**config.mk**
```make
export PLATFORM = sky130hd
export DESIGN_NAME = snowbro2_bank_resp
export DESIGN_NICKNAME = d
export VERILOG_FILES = /design/src/rtl/snowbro2_bank_resp.sv
export SDC_FILE = /design/constraint.sdc
export NUM_CORES = 1
export LEC_CHECK = 0
export ABC_AREA = 1
export ABC_CLOCK_PERIOD_IN_PS = 2700
export CAP_MARGIN = 20
export CORE_MARGIN = 1
export CORE_UTILIZATION = 27
export DETAILED_ROUTE_END_ITERATION = 6
export PLACE_DENSITY = 0.56
export SLEW_MARGIN = 20
export SYNTH_ARGS = -nofsm -noshare
export SYNTH_HDL_FRONTEND = slang
export SYNTH_SLANG_ARGS = --single-unit
```
**constraint.sdc**
```tcl
create_clock -name clk_i -period 2.7 [get_ports clk_i]
set_clock_uncertainty 0.2 [all_clocks]
set_input_delay 0.54 -clock clk_i [delete_from_list [all_inputs] [get_ports clk_i]]
set_output_delay 0.54 -clock clk_i [all_outputs]
set_load 0.03 [all_outputs]
```
**src/rtl/snowbro2_bank_resp.sv**
```systemverilog
// snowbro2_bank_resp
// Memory-side responder for the snowbro2 SDRAM request interface. Serialises
// ROM-download writes (prog_*) and four-bank read requests plus bank-0 writes
// (ba_*) onto one synchronous, fixed-latency, 16-bit memory port.
//
// Ports:
//   clk_i, rst_ni          clock, asynchronous active-low reset
//   downloading_i          ROM download in progress (bank requests ignored)
//   prog_*_i / prog_rdy_o  download write request (level) / done (pulse)
//   baN_addr_i, ba_rd_i    per-bank word address / request (level)
//   ba_wr_i, ba0_din*_i    turn a bank-0 request into a masked write
//   ba_ack/dst/dok/rdy_o   accept, first word, data valid, complete (per bank)
//   data_read_o            read data (memory data registered once)
//   mem_*                  memory port: {bank, word} address, strobes, data
//   dbg_state_o            current FSM state
//
// Handshake: a request is a level. It is sampled only while the FSM is idle;
// ACK pulses once when it is accepted (address already captured), RDY pulses
// once when the transaction is complete. A request still high after RDY is a
// new request; one dropped before ACK is never granted.
module snowbro2_bank_resp #(
    parameter int MEM_LAT = 2,  // MEM_RD to MEM_DOUT valid, 1..4 cycles
    parameter int BURST   = 2   // words per read, 1 or 2
) (
    input  logic        clk_i,
    input  logic        rst_ni,
    input  logic        downloading_i,
    input  logic [21:0] prog_addr_i,
    input  logic [15:0] prog_data_i,
    input  logic [1:0]  prog_mask_i,
    input  logic [1:0]  prog_ba_i,
    input  logic        prog_we_i,
    output logic        prog_rdy_o,
    input  logic [21:0] ba0_addr_i,
    input  logic [21:0] ba1_addr_i,
    input  logic [21:0] ba2_addr_i,
    input  logic [21:0] ba3_addr_i,
    input  logic [3:0]  ba_rd_i,
    input  logic        ba_wr_i,
    input  logic [15:0] ba0_din_i,
    input  logic [1:0]  ba0_din_m_i,
    output logic [3:0]  ba_ack_o,
    output logic [3:0]  ba_dst_o,
    output logic [3:0]  ba_dok_o,
    output logic [3:0]  ba_rdy_o,
    output logic [15:0] data_read_o,
    output logic [23:0] mem_addr_o,
    output logic        mem_rd_o,
    output logic        mem_we_o,
    output logic [15:0] mem_din_o,
    output logic [1:0]  mem_wmask_o,
    input  logic [15:0] mem_dout_i,
    output logic [2:0]  dbg_state_o
);

    typedef enum logic [2:0] {
        S_IDLE     = 3'd0,
        S_PWR      = 3'd1,
        S_BWR      = 3'd2,
        S_RD_ISSUE = 3'd3,
        S_RD_DRAIN = 3'd4
    } state_e;

    localparam logic LAST_BEAT = 1'(BURST - 1);

    state_e       state_q, state_d;
    logic [1:0]   ptr_q, ptr_d;
    logic [1:0]   bank_q, bank_d;
    logic         is_wr_q, is_wr_d;
    logic [21:0]  addr_q, addr_d;
    logic [15:0]  din_q, din_d;
    logic [1:0]   wmask_q, wmask_d;
    logic         beat_q, beat_d;
    logic         blank_q;
    logic [15:0]  data_q;
    // Read-tag pipeline: bit k is the MEM_RD of k+1 cycles ago.
    logic [MEM_LAT:0] v_q, first_q, last_q;

    logic [21:0]  ba_addr [4];
    logic         grant_vld;
    logic [1:0]   grant_idx, cand;
    logic [3:0]   bank_oh;
    logic         rd_last;

    assign ba_addr[0] = ba0_addr_i;
    assign ba_addr[1] = ba1_addr_i;
    assign ba_addr[2] = ba2_addr_i;
    assign ba_addr[3] = ba3_addr_i;

    assign bank_oh     = 4'b0001 << bank_q;
    assign rd_last     = v_q[MEM_LAT] & last_q[MEM_LAT];
    assign data_read_o = data_q;
    assign dbg_state_o = state_q;

    // Round-robin search: walking offsets from high to low lets the closest
    // request to the pointer win without an early loop exit.
    always_comb begin
        grant_vld = 1'b0;
        grant_idx = ptr_q;
        cand      = ptr_q;
        for (int i = 3; i >= 0; i--) begin
            cand = ptr_q + 2'(i);
            if (ba_rd_i[cand]) begin
                grant_vld = 1'b1;
                grant_idx = cand;
            end
        end
    end

    always_comb begin
        state_d = state_q;
        ptr_d   = ptr_q;
        bank_d  = bank_q;
        is_wr_d = is_wr_q;
        addr_d  = addr_q;
        din_d   = din_q;
        wmask_d = wmask_q;
        beat_d  = beat_q;
        case (state_q)
            S_IDLE: begin
                beat_d = 1'b0;
                // The loader drops PROG_WE one edge late, so the cycle right
                // after a PROG write must not see it as a new request.
                if (prog_we_i && !blank_q) begin
                    state_d = S_PWR;
                    bank_d  = prog_ba_i;
                    addr_d  = prog_addr_i;
                    din_d   = prog_data_i;
                    wmask_d = prog_mask_i;
                    is_wr_d = 1'b1;
                end else if (!downloading_i && grant_vld) begin
                    bank_d = grant_idx;
                    addr_d = ba_addr[grant_idx];
                    ptr_d  = grant_idx + 2'd1;
                    if (grant_idx == 2'd0 && ba_wr_i) begin
                        state_d = S_BWR;
                        is_wr_d = 1'b1;
                        din_d   = ba0_din_i;
                        wmask_d = ba0_din_m_i;
                    end else begin
                        state_d = S_RD_ISSUE;
                        is_wr_d = 1'b0;
                    end
                end
            end
            S_PWR: state_d = S_IDLE;
            // Bank-0 write reuses the drain state to place RDY one cycle later.
            S_BWR: state_d = S_RD_DRAIN;
            S_RD_ISSUE: begin
                if (beat_q == LAST_BEAT) begin
                    state_d = S_RD_DRAIN;
                end else begin
                    beat_d = beat_q + 1'b1;
                end
            end
            S_RD_DRAIN: begin
                if (is_wr_q || rd_last) begin
                    state_d = S_IDLE;
                end
            end
            default: state_d = S_IDLE;
        endcase
    end

    always_comb begin
        prog_rdy_o  = 1'b0;
        ba_ack_o    = 4'b0;
        ba_dst_o    = 4'b0;
        ba_dok_o    = 4'b0;
        ba_rdy_o    = 4'b0;
        mem_addr_o  = 24'b0;
        mem_rd_o    = 1'b0;
        mem_we_o    = 1'b0;
        mem_din_o   = 16'b0;
        mem_wmask_o = 2'b0;
        case (state_q)
            S_PWR, S_BWR: begin
                mem_we_o    = 1'b1;
                mem_addr_o  = {bank_q, addr_q};
                mem_din_o   = din_q;
                mem_wmask_o = wmask_q;
                prog_rdy_o  = (state_q == S_PWR);
                ba_ack_o    = (state_q == S_BWR) ? bank_oh : 4'b0;
            end
            S_RD_ISSUE: begin
                mem_rd_o   = 1'b1;
                // Word address wraps inside the bank.
                mem_addr_o = {bank_q, addr_q + 22'(beat_q)};
                ba_ack_o   = (beat_q == 1'b0) ? bank_oh : 4'b0;
            end
            S_RD_DRAIN: begin
                ba_rdy_o = is_wr_q ? bank_oh : 4'b0;
            end
            default: ;
        endcase
        if (v_q[MEM_LAT]) begin
            ba_dok_o = bank_oh;
            ba_dst_o = first_q[MEM_LAT] ? bank_oh : 4'b0;
            ba_rdy_o = last_q[MEM_LAT] ? bank_oh : 4'b0;
        end
    end

    always_ff @(posedge clk_i or negedge rst_ni) begin
        if (!rst_ni) begin
            state_q <= S_IDLE;
            ptr_q   <= 2'b0;
            bank_q  <= 2'b0;
            is_wr_q <= 1'b0;
            addr_q  <= 22'b0;
            din_q   <= 16'b0;
            wmask_q <= 2'b0;
            beat_q  <= 1'b0;
            blank_q <= 1'b0;
            data_q  <= 16'b0;
            v_q     <= '0;
            first_q <= '0;
            last_q  <= '0;
        end else begin
            state_q <= state_d;
            ptr_q   <= ptr_d;
            bank_q  <= bank_d;
            is_wr_q <= is_wr_d;
            addr_q  <= addr_d;
            din_q   <= din_d;
            wmask_q <= wmask_d;
            beat_q  <= beat_d;
            blank_q <= (state_q == S_PWR);
            v_q     <= {v_q[MEM_LAT-1:0], mem_rd_o};
            first_q <= {first_q[MEM_LAT-1:0], mem_rd_o & (beat_q == 1'b0)};
            last_q  <= {last_q[MEM_LAT-1:0], mem_rd_o & (beat_q == LAST_BEAT)};
            // Memory data is valid MEM_LAT cycles after its strobe.
            if (v_q[MEM_LAT-1]) begin
                data_q <= mem_dout_i;
            end
        end
    end

endmodule

```
## Word level (Yosys, flattened, before mapping)

Cells that the tools add are included.

| word-level totals | value |
|---|---|
| output and inout port bits | 80 |
| flip-flop bits (word level) | 75 |
| input port bits | 173 |

| operators by class | value |
|---|---|
| order comparisons | 5 |
| bitwise gates (word level) | 6 |
| reduce and logical (&&, ||, !) cells | 16 |
| shift operators | 1 |
| equality and inequality tests | 7 |
| add/sub/neg operators | 6 |
| muxes and demuxes | 56 |

Operators by type and width:

| operator | number |
|---|---|
| 22-bit 2-to-1 mux | 4 |
| 16-bit 2-to-1 mux | 4 |
| 24-bit case mux with 2 select lines | 1 |
| 22-bit binary-select mux with 2-bit select | 1 |
| 4-bit 2-to-1 mux | 9 |
| 22-bit by 1-bit adder with 22-bit output | 1 |
| 2-bit 2-to-1 mux | 10 |
| 1-bit 2-to-1 mux | 16 |
| 2-bit by 3-bit less-than comparator with 1-bit output, second input constant | 4 |
| 3-bit 2-to-1 mux | 4 |
| 3-bit case mux with 4 select lines | 1 |
| 3-bit AND reduction | 3 |
| 1-bit binary-select mux with 2-bit select | 4 |
| 4-bit case mux with 2 select lines | 1 |
| 3-bit by 2-bit equality test with 1-bit output, second input constant | 2 |
| 2-bit nonzero test | 3 |
| 2-bit by 1-bit adder with 2-bit output, second input constant | 2 |
| 2-bit adder, second input constant | 2 |
| 2-bit != test, second input constant | 2 |
| 1-bit by 2-bit left shift with 4-bit output, first input constant | 1 |
| 1-bit AND | 3 |
| 3-bit by 1-bit equality test with 1-bit output, second input constant | 1 |
| 3-bit equality test, second input constant | 1 |
| 3-bit greater-or-equal comparator, second input constant | 1 |
| 12 further kinds | 16 |

## Logic depth before layout (Yosys ltp)

Gate-level depths: netlist of the first run.

| depth | value |
|---|---|
| depth in word-level cells | 13 |
| depth in mapped cells | 20 |
| gate-level depth less buffers | 17 |

## Least setup slack after synthesis of the first run

OpenSTA, ideal clock, no wires.

| path | value |
|---|---|
| path type | reg-to-output |
| from | register state_q[2], in the netlist dbg_state_o[2] |
| to | output mem_addr_o[10] |
| stages on the path, launching flop included | 9 |
| buffers on the path | 1 |
| required time | 1.960 ns |
| setup slack | -0.332 ns |
| arrival time | 2.292 ns |
| cells stage by stage | dfrtp_1 inv_1 nand2_1 nor2_1 inv_1 nand2_1 inv_1 clkbuf_1 o21ai_0 |

| on the way | value |
|---|---|
| cells in the longest elaborated chain, start to end | 3 |

Ends and longest elaborated chain:

| element | line | RTL |
|---|---|---|
| start, declared | 66 | `state_e state_q, state_d;` |
| start signal, assigned | 219 | `state_q <= state_d;` |
| 3-bit by 1-bit equality test with 1-bit output / 3-bit by 2-bit equality test with 1-bit output (equally long branches) | 176 | `case (state_q)` |
| 2-bit OR reduction | 176 |  |
| 24-bit case mux with 2 select lines (*) | 176 |  |
| end, declared | 47 | `output logic [23:0] mem_addr_o,` |

Every way passes the cells marked *; elsewhere a longest branch is shown, timed or not.

## Worst setup path after layout of the first run

| path | value |
|---|---|
| from | register beat_q |
| to | output mem_addr_o[18] |

| on the way | value |
|---|---|
| cells in the longest elaborated chain, start to end | 2 |

Ends and longest elaborated chain:

| element | line | RTL |
|---|---|---|
| start, declared | 73 | `logic beat_q, beat_d;` |
| start signal, assigned | 226 | `beat_q <= beat_d;` |
| 22-bit by 1-bit adder with 22-bit output | 188 | `mem_addr_o = {bank_q, addr_q + 22'(beat_q)};` |
| 24-bit case mux with 2 select lines | 176 |  |

Every way passes these cells.

==> summary.txt, run 1 <==
Outcome
  • Status: finished with violations
  • Failing checks: negative hold slack, negative setup slack

STA
  • Hold WS: -0.0166 ns
  • Final slew viol count: 0
  • Period utilization: 1.10
  • Fin Setup TNS: -2.87 ns
  • Setup Viol. Count Final: 16
  • Worst-Margin Slew: 0.726 ns
  • Rel. slew slack: 0.516
  • RSZ-0062 raised after global routing: yes
  • Hold violation count in the final report: 4
  • Max Fclk: about 340 MHz
  • Crit path time final: 2.96 ns
  • Final setup margin: -0.262 ns

Global route
  • Antenna violations before repair: 0
  • Vias in the first global route: roughly 6000
  • Pin count of the biggest net entering global routing: 76
  • GRT Total Usage: 0.193
  • Gr ovfl total: 0
  • First-pass GRT wire length: between 30000 and 40000 um

Setup path
  • Worst reg2reg path startpoint: ptr_q[0]$_DFFE_PN0P_
  • Largest delay share family, worst path: buffers and inverters
  • Critical Path RT: slightly below 2 ns
  • Worst path buffer plus inverter count: 4
  • CP cell instances: ha_4 > ha_4 > nand3_4 > nor2_4 > inv_2 > nor3_2 > buf_4 > nand3_2 > xor2_1 > o21ai_1 > buf_4 > buf_12
  • WP data arrival: ~2.2 ns
  • Largest stage delay on the critical path: 0.39 ns
  • Crit Path Class: reg2out
  • CP Depth: 12
  • CP Capture Type: primary output
  • CP max FO: 3
  • Reg2Reg Setup Slack: about 0.25 ns
  • Reg2reg path depth: 18
  • Slowest cell on the critical path: dfrtp_1
  • Reg-to-reg endpoint: wmask_q[1]$_DFFE_PN0P_
  • Startpoint types: register

Clock tree
  • CTS Buf Count: 9
  • H-tree depth: 3
  • Clk slew on worst S/H paths: 0.06 ns
  • Clk_lat worst skew: approximately 0.34 ns
  • Hold-fix buffer count after cts: 0
  • CTS root buf: clkbuf_16
  • TritonCTS clock tree: yes
  • CTS Sinks: between 70 and 80
  • Clock tree buffer depth: 2

Routing
  • Via count: 6304
  • Routed wire per std cell: 14.4 um
  • Drt pass-1 iters: 4
  • Post-route ant nets: 0
  • Via density: about 4.5
  • Total wire length: around 20000 um
  • Starting DRT DRC Count: approximately 270
  • DRC: 0

Yosys
  • Sequential area share after synthesis: 0.354
  • Syn_nets: 999
  • Mux cell area share after synthesis: 0.0340
  • Synth Instances: 823
  • Adder-cell area share of the yosys netlist: 0.00708
  • Syn_area_per_cell: approximately 6.4 sq um
  • #FFs+latches synth: 75
  • Largest family of logic cells by synthesized area: simple AND/OR/NAND/NOR gates
  • Post-Synth XOR/XNOR Area: 0.00661
  • Synthesized area: approximately 5300 sq um
  • Synth Area in Compound Gates: 0.0701
  • Synth Area in Simple Gates: 0.403
  • Yosys warnings: 0
  • Primary FF master, synth: dfrtp_1
  • Library cells used by synthesis: 40
  • Post-synth EDFFs: 0
  • Async SR Flop Fraction: 1.00

Cells and area
  • Layout Cells excl Fill: ~1400
  • Area delta synth->final: 82.9%
  • FILL cells: between 1500 and 2000
  • Layout net count: 1308
  • Layout cell share with drive strength beyond 1: 0.244
  • Antenna diode count: 0

Floorplanning
  • Die X: roughly 140 um
  • Core area: roughly 19000 sq um
  • Row cnt: 50
  • I/O pins: roughly 250
  • Die area: 20200 sq um
  • Die H: about 140 um
  • Initial Util: 0.280

Pwr
  • Power Dens Cells: ~1300 nW/um^2
  • P_leak: approximately 4.6 nW
  • VDD IR max: approximately 0.56 mV

Worst hold path
  • Hold Crit Class: in2async

Place
  • Post-DP HPWL: about 15000 um
  • PortBufs: between 200 and 300
  • Routability congestion estimate: 0.876
  • DP Cell Count: around 1400

Job
  • Max-Cap Viols: 0
==> layout make-up <==
cell class              instances  area, sq um  share of cell area
clock buffers                  11          253              0.0261
clock inverters                 5         60.1             0.00619
inverters                     114          443              0.0457
multi-input cells             599         3250               0.335
flip-flops and latches         75         1880               0.194
well taps                     260          325              0.0336
repair buffers                333         3480               0.359
==> flip-flops by register name, summed over array words and instances (netlist names) <==
| signal | count |
|---|---|
| is_wr_q | 1 |
| first_q | 3 |
| v_q | 3 |
| dbg_state_o | 3 |
| ptr_q | 2 |
| beat_q | 1 |
| bank_q | 2 |
| din_q | 16 |
| data_read_o | 16 |
| last_q | 3 |
| wmask_q | 2 |
| addr_q | 22 |
| blank_q | 1 |
==> kinds of logic (layout without fill, tap and decap cells) <==
group | Yosys count | in the layout
mux | 16 | 16
simple gates | 507 | 510
flops | 75 | 75
buf+inv | 152 | 463
xor+xnor | 4 | 4
compound gates | 66 | 66
fa+ha+maj | 3 | 3
==> cells in the final DEF, fill, tap and decap left out, types with 10 or more instances in the layout <==
master           netlist  layout
nand2_1              249     239
clkdlybuf4s50_1        0     198
nand3_1              109     103
inv_1                104      96
nor2_1               118      86
buf_4                  6      77
dfrtp_1               75      72
buf_12                 0      28
buf_6                  7      20
a21oi_1               26      19
nor2_4                 0      18
nor2_2                 3      17
mux2_2                16      16
o21ai_0               23      13
inv_2                  7      12
nand2_2                2      11
clkbuf_16              0      10
==> timing repair <==
item                                    CTS  global route
resized for setup                        60            95
endpoints found under the setup margin   48            65
pin swaps                                13            18
buffers inserted                         20            12
cloned                                    0             4
==> cells in the mapped netlist (3+ instances only) <==
library cell,number,area [sq um]
ha_1,3,37.5
dfrtp_1,75,1880
buf_2,9,45.0
nor4_1,4,25.0
a21oi_1,26,130
mux2_2,16,180
inv_2,7,26.3
xor2_1,4,35.0
nand2_1,249,935
clkbuf_1,14,52.6
nor2_2,3,18.8
o21ai_1,3,15.0
inv_1,104,390
or2_2,5,31.3
buf_6,7,78.8
nand3_1,109,546
o22ai_1,4,25.0
o21ai_0,23,115
nor3_1,8,40.0
buf_4,6,45.0
nor2_1,118,443
==> worst register-to-register path, stage by stage, from the launching register on <==
cell and delay [ns]:
dfrtp_2 0.49, inv_4 0.12, nand2_1 0.07, nand2_1 0.09, nand2_1 0.08, nand2_1 0.09
inv_2 0.04, nand2_1 0.08, nand2_1 0.07, nand2_2 0.09, nand2_4 0.06, inv_4 0.05
ha_1 0.13, inv_1 0.05, o21ai_1 0.14, buf_6 0.20, nand2_8 0.11, nor2_2 0.14
a21oi_2 0.05
==> how the worst max path moves through the flow <==
stage | slack, ns | from | to
floorplan | -0.19 | dbg_state_o[2]$_DFFE_PN0P_ | mem_addr_o[5]
global placement | -0.17 | ba_rd_i[3] | din_q[15]$_DFFE_PN0P_
detailed placement | -0.19 | ba_rd_i[2] | wmask_q[1]$_DFFE_PN0P_
CTS | -0.34 | addr_q[0]$_DFFE_PN0P_ | mem_addr_o[15]
global route | -0.43 | beat_q$_DFFE_PN0P_ | mem_addr_o[15]
finish | -0.26 | beat_q$_DFFE_PN0P_ | mem_addr_o[18]
==> routing by layer <==
| layer | global-route usage | routed length (um) | share of wire |
|---|---|---|---|
| met4 | 0.0770 | 534 | 0.027 |
| met2 | 0.338 | 9660 | 0.48 |
| met3 | 0.0444 | 1400 | 0.070 |
| met1 | 0.228 | 8480 | 0.42 |
| met5 | 0 | 0 | 0 |
==> metrics by stage <==
step                 util  hold slack (ns)  cell area (sq um)  setup slack, ns  power [W]
CTS                 0.486           0.0241               9220           -0.344     0.0118
global route        0.511           0.0232               9700           -0.432     0.0134
finish              0.511          -0.0166               9700           -0.262     0.0125
detailed placement  0.452            0.135               8560           -0.187     0.0101
floorplan               -           0.0444               5330           -0.190    0.00689
global placement    0.452            0.133               8560           -0.172     0.0101
==> report_power, final <==
part	leakage, nW	switching [W]	internal, W	total (W)
sequential	0.906	0.000450	0.00166	0.00211
combinational	3.59	0.00526	0.00385	0.00911
clock	0.152	0.000495	0.000769	0.00126
Power figures use the tool's default switching activity.
==> run 2, diff against run 1 <==
CORE_MARGIN = 10   (was 1)
==> run 2 against run 1 <==
Effect of this change:
- the flow still finishes with violations (negative hold slack, negative setup slack)
- global-route usage decreased by 2.6 points
- die area increased by 27%
- count of clock-buffer cells in the layout decreased by 1
- register-to-register slack got worse by 0.29 ns
- critical path depth unchanged
- setup slack got worse by 0.19 ns
- total power increased by 6.7%
- design area increased by 3.2%
- fmax decreased by 6.1%
- worst hold slack improved by 0.0056 ns
- non-clock buffer count increased by 24
- core utilization increased by 0.41 points
- critical path type unchanged
- critical endpoint is now mem_addr_o[16]
==> summary.txt, run 2 (same netlist as run 1, synthesis figures left out) <==
Place
  • Post-DP HPWL: ~17000 um
  • Routability congestion estimate: 0.869
  • Pre-CTS setup slack: -0.215 ns
  • PortBufs: 252

Setup path
  • Largest stage delay on the critical path: between 0.3 and 0.4 ns
  • Slowest cell on the critical path: dfrtp_1
  • Critical path launch point: beat_q$_DFFE_PN0P_
  • Worst reg2reg path startpoint: dbg_state_o[2]$_DFFE_PN0P_
  • Crit Path Class: reg2out
  • CP max FO: 4
  • Worst path buffer plus inverter count: 3
  • Largest delay share family, worst path: simple AND/OR/NAND/NOR gates
  • Critical Path RT: around 2.0 ns
  • CP cell instances: ha_2 > buf_4 > buf_4 > ha_4 > nand3_4 > nor2_4 > nand2_2 > or3_4 > nor2_4 > a21oi_1 > a21oi_2 > buf_12
  • Startpoint types: register
  • WP data arrival: ~2.4 ns
  • CP Capture Type: primary output

Cells and area
  • Top reg by flops: addr_q
  • Layout net count: between 1000 and 1500
  • Most common library cell in the layout ignoring fill and taps: nand2_1
  • Antenna diode count: 0
  • Highest-count cells in the layout ignoring fill and taps: nand2_1, clkdlybuf4s50_1, nand3_1, inv_1, buf_4
  • Layout cell share with drive strength beyond 1: 0.265
  • Max FFs per register: 22
  • Area delta synth->final: 88.7%
  • FILL cells: a little under 2000

STA
  • RSZ-0062 raised after global routing: yes
  • Final slew viol count: 0
  • Fin Setup TNS: -5.35 ns
  • Crit path time final: between 3 and 4 ns
  • Hold violation count in the final report: 4
  • Period utilization: 1.17
  • Max Fclk: about 320 MHz
  • Worst-Margin Slew: 0.700 ns
  • Rel. slew slack: 0.533
  • Final setup margin: -0.453 ns
  • Hold WS: -0.0111 ns
  • Setup Viol. Count Final: 20

Floorplanning
  • Die area: about 26000 sq um
  • Initial Util: 0.273
  • Core area: 19400 sq um
  • I/O pins: roughly 250
  • Die X: around 160 um
  • Row cnt: 51
  • Die H: between 150 and 200 um

Worst hold path
  • Hold Crit Class: in2async

Pwr
  • P_leak: roughly 4.8 nW
  • VDD IR max: about 0.62 mV
  • Power Dens Cells: approximately 1300 nW/um^2

Global route
  • Met2 Usage GRT: 0.270
  • Vias in the first global route: ~6600
  • Gr ovfl total: 0
  • GRT Total Usage: 0.167
  • M1 GR Usage: 0.203
  • Antenna violations before repair: 0
  • Global route hottest layer: met2
  • First-pass GRT wire length: around 35000 um
  • Pin count of the biggest net entering global routing: 46
  • Met3 Track Usage GR: 0.0599

Clock tree
  • Clk_lat worst skew: approximately 0.34 ns
  • CTS root buf: clkbuf_16
  • H-tree depth: 3
  • CTS Buf Count: 9
  • CTS Sinks: 75
  • Clk slew on worst S/H paths: 0.06 ns
  • Clock tree buffer depth: 2
  • TritonCTS clock tree: yes

Routing
  • Total wire length: around 23000 um
  • Via count: about 6500
  • Post-route ant nets: 0
  • Starting DRT DRC Count: between 300 and 400
  • Via density: roughly 4.5
  • Drt pass-1 iters: 5
  • Routed wire per std cell: roughly 16 um
  • DRC: 0

Outcome
  • Failing checks: negative hold slack, negative setup slack
  • Status: finished with violations

Job
  • Max-Cap Viols: 0
-- run 2: cell types whose count changed in the layout (fill, tap and decap cells not counted), sizes merged, moves of 2 or more --
cell | previous run | this run
dlymetal6s2s | 2 | 4
nand2 | 256 | 259
buf | 127 | 153
dlygate4sd2 | 3 | 0
inv | 112 | 114
clkdlybuf4s15 | 2 | 0
-- run 2: final timing paths --
check | depth (start not counted) | to | slack [ns]
worst max-delay path | 12 | mem_addr_o[16] | -0.45
worst min-delay path | 1 | din_q[7]$_DFFE_PN0P_ | -0.01
worst max register to register | 18 | dbg_state_o[2]$_DFFE_PN0P_ | -0.04
worst min register to register | 0 | v_q[1]$_DFF_PN0_ | 0.15
max in group asynchronous | 2 | addr_q[13]$_DFFE_PN0P_ | 1.64
min in group clk_i | 0 | v_q[1]$_DFF_PN0_ | 0.15
-- run 2: final cells by class --
class | count | area (sq um) | area share
Clock buffer | 10 | 239 | 0.0239
Clock inverter | 6 | 71.3 | 0.00713
Inverter | 114 | 442 | 0.0442
Multi-Input combinational cell | 602 | 3310 | 0.330
Sequential cell | 75 | 1880 | 0.188
Tap cell | 265 | 332 | 0.0331
Timing Repair Buffer | 357 | 3730 | 0.373
-- run 2: stage by stage --
stage | instances | hold WS [ns] | instance area, sq um | utilization | total power, W
6_report | 1429 | -0.0111 | 10000 | 0.516 | 0.0133
5_1_grt | 1429 | 0.0381 | 10000 | 0.516 | 0.0143
4_1_cts | 1416 | 0.00959 | 9590 | 0.494 | 0.0127
3_5_place_dp | 1356 | 0.135 | 8620 | 0.444 | 0.0104
3_3_place_gp | 1356 | 0.132 | 8620 | 0.444 | 0.0103
2_1_floorplan | 823 | 0.0444 | 5330 | - | 0.00689
-- run 2: worst reg2reg max path, stage by stage, from the launching register on --
cell,delay (ns)
dfrtp_1,0.41
nor2_1,0.11
inv_1,0.07
buf_4,0.13
buf_6,0.10
buf_4,0.11
buf_4,0.12
buf_4,0.12
buf_4,0.12
buf_4,0.12
buf_4,0.12
buf_4,0.12
buf_4,0.12
buf_4,0.12
buf_4,0.12
buf_4,0.12
buf_4,0.12
buf_4,0.12
o21ai_2,0.09
-- run 2: what timing repair did --
action | in CTS | in global routing
gates resized for setup | 90 | 88
setup buffers | 42 | 8
hold buffers | 0 | 0
endpoints found under the hold margin | 0 | 0
pin swaps | 20 | 25
gates cloned | 2 | 6
setup endpoints to repair | 45 | 68
-- run 2: where the power goes --
part,switching [W],leakage [nW],internal (W)
Combinational,0.00564,3.77,0.00435
Clock,0.000503,0.146,0.000749
Sequential,0.000416,0.907,0.00166
Total,0.00656,4.82,0.00675
-- run 2: metal layers --
| metal | part of all wire | wire length (um) |
|---|---|---|
| met5 | 0 | 0 |
| met4 | 0.019 | 445 |
| met3 | 0.079 | 1800 |
| met2 | 0.47 | 10700 |
| met1 | 0.43 | 9900 |
